--- src/rtl/btb_fetch.sv ---
// rtl/btb_fetch.sv - Fetch-PC register with a direct-mapped branch target buffer
//
// Holds the fetch PC and a 2**INDEX_SIZE-entry direct-mapped BTB. Each cycle
// the BTB is looked up with pcF; the next PC is chosen from redirect,
// stall, predicted-taken target or the sequential PC.
//
// Ports:
//   clk, reset      single clock, synchronous active-high reset
//   stallF          hold pcF
//   BpredF          taken/not-taken direction for the current pcF
//   redirectD       load redirect_pcD into pcF (wins over stallF)
//   redirect_pcD    corrected fetch PC
//   BtbWriteD       install/overwrite the entry for pcD with br_targetD
//   pcD             PC of the resolved control-transfer instruction
//   br_targetD      resolved target for pcD
//   btb_flush       invalidate all entries (wins over BtbWriteD)
//   pcF             registered fetch PC
//   pc_plus4F       pcF + 4
//   btb_hitF        valid tag match for pcF
//   pred_takenF     btb_hitF & BpredF
//   pred_targetF    stored target on a hit, else 0

module btb_fetch #(
    parameter int          INDEX_SIZE = 6,
    parameter logic [31:0] RESET_PC   = 32'h0000_0000
) (
    input  logic        clk,
    input  logic        reset,
    input  logic        stallF,
    input  logic        BpredF,
    input  logic        redirectD,
    input  logic [31:0] redirect_pcD,
    input  logic        BtbWriteD,
    input  logic [31:0] pcD,
    input  logic [31:0] br_targetD,
    input  logic        btb_flush,
    output logic [31:0] pcF,
    output logic [31:0] pc_plus4F,
    output logic        btb_hitF,
    output logic        pred_takenF,
    output logic [31:0] pred_targetF
);

    localparam int ENTRIES = 1 << INDEX_SIZE;
    localparam int TAG_W   = 30 - INDEX_SIZE;

    logic [31:0]           pc_q, pc_d;
    logic                  valid_q  [ENTRIES];
    logic                  valid_d  [ENTRIES];
    logic [TAG_W-1:0]      tag_q    [ENTRIES];
    logic [TAG_W-1:0]      tag_d    [ENTRIES];
    logic [31:0]           target_q [ENTRIES];
    logic [31:0]           target_d [ENTRIES];

    logic [INDEX_SIZE-1:0] rd_idx;
    logic [TAG_W-1:0]      rd_tag;
    logic [INDEX_SIZE-1:0] wr_idx;
    logic [TAG_W-1:0]      wr_tag;

    assign rd_idx = pc_q[INDEX_SIZE+1:2];
    assign rd_tag = pc_q[31:INDEX_SIZE+2];
    assign wr_idx = pcD[INDEX_SIZE+1:2];
    assign wr_tag = pcD[31:INDEX_SIZE+2];

    // Lookup reads the registered arrays, so a write in this cycle is only
    // seen from the next cycle on.
    assign pcF          = pc_q;
    assign pc_plus4F    = pc_q + 32'd4;
    assign btb_hitF     = valid_q[rd_idx] && (tag_q[rd_idx] == rd_tag);
    assign pred_takenF  = btb_hitF && BpredF;
    assign pred_targetF = btb_hitF ? target_q[rd_idx] : 32'd0;

    always_comb begin
        pc_d = pc_q + 32'd4;
        if (redirectD) begin
            pc_d = redirect_pcD;
        end else if (stallF) begin
            pc_d = pc_q;
        end else if (pred_takenF) begin
            pc_d = pred_targetF;
        end
    end

    always_comb begin
        valid_d  = valid_q;
        tag_d    = tag_q;
        target_d = target_q;
        if (btb_flush) begin
            for (int i = 0; i < ENTRIES; i++) begin
                valid_d[i] = 1'b0;
            end
        end else if (BtbWriteD && !reset) begin
            valid_d[wr_idx]  = 1'b1;
            tag_d[wr_idx]    = wr_tag;
            target_d[wr_idx] = br_targetD;
        end
    end

    // Tags and targets carry no reset; clearing the valid bits is enough.
    always_ff @(posedge clk) begin
        tag_q    <= tag_d;
        target_q <= target_d;
        if (reset) begin
            pc_q <= RESET_PC;
            for (int i = 0; i < ENTRIES; i++) begin
                valid_q[i] <= 1'b0;
            end
        end else begin
            pc_q    <= pc_d;
            valid_q <= valid_d;
        end
    end

endmodule

--- config.mk ---
export PLATFORM = sky130hd
export DESIGN_NAME = btb_fetch
export DESIGN_NICKNAME = d
export VERILOG_FILES = /design/src/rtl/btb_fetch.sv
export SDC_FILE = /design/constraint.sdc
export NUM_CORES = 2
export LEC_CHECK = 0
export BUFFER_PORTS_ARGS = -buffer_cell sky130_fd_sc_hd__buf_2
export CORE_MARGIN = 4
export CORE_UTILIZATION = 25
export DETAILED_ROUTE_END_ITERATION = 6
export RECOVER_POWER = 25
export SLEW_MARGIN = 30
export SYNTH_ARGS = -nofsm -noshare
export SYNTH_HDL_FRONTEND = slang
export SYNTH_SLANG_ARGS = --single-unit
--- constraint.sdc ---
create_clock -name clk -period 20 [get_ports clk]
set_input_delay 4 -clock clk [delete_from_list [all_inputs] [get_ports clk]]
set_output_delay 4 -clock clk [all_outputs]
set_load 0.02 [all_outputs]
==> impl_metrics.ini <==
[synth]
synth_top_area_share = 0.759
synth_nets = 6297
synth.cell_area_mm2 = 0.142
ys_seq_area_frac = 0.772
yosysWarnings = 0
yosys.area.top_type = edfxtp_1
synth_seq_cells = 3680
syn_inst = 6193
synth_edf_count = 3584
ys_top_cells_by_area = edfxtp_1 76%, mux4_2 16%, dfxtp_1 1.4%
syn-mean-instance-area_um2 = 22.9
synthArstFlopShare = 0
ys_types = 72
synth_top_flop_cell = edfxtp_1

[timing]
hold_viol = 0
slew_viol_final = 2405
rsz0062_at_grt = false
maxSlewHeadroom = -0.754
clock.fmax_mhz = 81.5
worst_pin_slew_ns = 2.63
min_period_ns = 12.26
min_period_over_period = 0.613
setup_viol_count_final = 0
clock_skew_ns = 0.0817
tns_ns = 0

[die]
row_count = 276
fp.coreArea_mm2 = 0.565
die_h_um = 761
die_w_um = 761
initial_core_util = 0.251
dieArea_mm2 = 0.580
io-pin-count = 201

[global_route]
grt_pass1_wl_mm = 611
grt_max_degree = 157
track_usage = 0.151
antenna_found_initial = 93
overflow = 0
first_global_vias = 70383

[routing]
avgViaCountPerCell = 5.04
routed-via-count = 73004
drt-pass1-iter-count = 6
drtIter0Drc = 11285
routed_wl_mm = 456
wire_per_inst_um = 31.4
drc = 0
ant_nets = 0

[worst_setup_path]
crit_path_max_incr_delay_ns = 0.85
crit_path_frequent_cell = buf_4
critPathArrivalTime_ns = 8.26
cp_cell_sequence = buf_4, buf_12, buf_16, buf_4, mux4_2, mux2i_1, mux4_2, o211ai_1, xnor2_1, a21boi_0, nor4b_2, nand4_1, buf_4, nor2b_1, buf_2
critPathKind = flip-flop to primary output
startpoint_type = flip-flop
critPathMaxFanout = 64
required_ns = 16.00
worst_path_max_delay_cell = dfxtp_4
end_kind = primary output

[status]
status = complete, but fails checks
violations = max-capacitance violations, max-slew violations

[run]
maxCapViolCount = 37

[cells_and_area]
n_fill_cell = 54129
fin_cells = 14489
final_nets = 6751
multi_input_area_mm2 = 0.0311
drive_above_1_share = 0.302
area_growth_pct = 16.7
regArea_mm2 = 0.110

[clock_network]
clkSinkCount = 3680
cts_made_buffers = 383
path_clk_slew_ns = 0.06
cts_tree = yes
clock_latency_ns = 0.97
cts_root_buf = clkbuf_16
clk_path_buf_depth = 4
ctsResizeCount = 0
post_cts_buffers = 0
h-tree-depth = 5
cts_hold_buffers = 0

[power_and_ir_drop]
ir_drop_mv = 0.0769
p_leak_nw = 49.5
power_per_cell_area_mw_per_mm2 = 101

[placement]
hpwl_mm = 254
dp_cells = 13762
port_buffers = 198
gp_congestion = 0.810

[worst_hold_path]
hold_path_class = flip-flop to flip-flop
-- worst max-delay path: cells and delay by family (launching register included) --
family / cells / cell delay, ns
buf+inv: 6 / 2.95
simple gates: 3 / 1.19
mux: 3 / 1.05
flops: 1 / 0.85
xor+xnor: 1 / 0.64
compound gates: 2 / 0.35
-- final timing paths --
| kind | slack (ns) | startpoint | depth (start not counted) | endpoint |
|---|---|---|---|---|
| worst max-delay path | 7.74 | pcF[2] | 15 | pred_targetF[17] |
| worst min-delay path | 0.47 | valid_q[16] | 2 | valid_q[16] |
| worst max register to register | 11.96 | pcF[2] | 15 | pcF[4] |
| worst min register to register | 0.47 | valid_q[16] | 2 | valid_q[16] |
-- through the flow --
step | utilization | power (W) | setup WS (ns) | area, µm² | hold WS [ns]
2_1_floorplan | - | 0.00935 | 8.60 | 142000 | 0.431
3_5_place_dp | 0.271 | 0.00981 | 8.64 | 153000 | 0.456
5_1_grt | 0.293 | 0.0172 | 7.05 | 166000 | 0.498
6_report | 0.293 | 0.0167 | 7.74 | 166000 | 0.470
4_1_cts | 0.292 | 0.0168 | 7.64 | 165000 | 0.469
3_3_place_gp | 0.270 | 0.00979 | 8.66 | 153000 | 0.443
-- routing by layer --
layer | share of wire | GRT usage | wire [µm] | up-vias
met5 | 0.00088 | 0 | 403 | -
met4 | 0.037 | 0.0517 | 16700 | 44
met3 | 0.13 | 0.0470 | 57300 | 913
met2 | 0.45 | 0.230 | 205000 | 4834
met1 | 0.39 | 0.204 | 176000 | 39803
li1 | - | - | - | 27410
-- report_power, final --
group	internal [W]	switching, W	total [W]
Clock	0.00408	0.00295	0.00703
Sequential	0.00848	0.0000337	0.00852
Combinational	0.000461	0.000675	0.00114
-- cell families after synthesis --
| group | count (synthesis) | synth area share |
|---|---|---|
| muxes | 1205 | 0.177 |
| adders and majority gates | 1 | 0.0000882 |
| and+or+nand+nor | 507 | 0.0176 |
| xor gates and xnor gates | 42 | 0.00259 |
| DFF | 3680 | 0.772 |
| buffers and inverters | 368 | 0.0128 |
| AOI/OAI and AO/OA | 390 | 0.0181 |
-- area by class of cell --
cell class,count,share of cell area
timing repair buffer,419,0.0187
tap,7506,0.0567
inverter,18,0.000468
multi-input combinational,2145,0.188
antenna,36,0.000544
sequential,3680,0.662
clock buffer,474,0.0612
clock inverter,211,0.0131
-- registers in the layout, summed over array words and instances (netlist names) --
register	cells
target_q	2048
pcF	32
valid_q	64
tag_q	1536
-- synthesized netlist by cell type (17+ instances only) --
cell	instances
edfxtp_1	3584
mux4_2	1035
nor2_1	184
buf_2	146
mux2i_1	143
a21oi_1	118
clkbuf_1	109
dfxtp_1	96
nand2_1	95
a22oi_1	71
nor2b_1	52
buf_1	43
o21ai_0	43
buf_4	39
nand3_1	36
o22ai_1	32
xnor2_1	28
mux2_2	27
nand2b_1	22
nor3_1	18
a211oi_1	17
-- layout by cell type (no fill, tap or decap), types with 36 or more instances in the layout --
master,synthesis,layout
bufinv_16,0,37
buf_4,39,194
a22oi_1,71,71
clkinv_1,1,74
nor2_1,184,119
clkbuf_16,0,390
dfxtp_1,96,85
mux2i_1,143,143
nand3_1,36,36
nand2_1,95,95
clkbuf_1,109,113
nor2b_1,52,48
diode_2,0,36
buf_2,146,146
nor2_4,0,63
o21ai_0,43,43
a21oi_1,118,118
edfxtp_1,3584,3584
clkinv_2,0,67
mux4_2,1035,1035
Note: power is estimated with default switching activity, not from simulation.
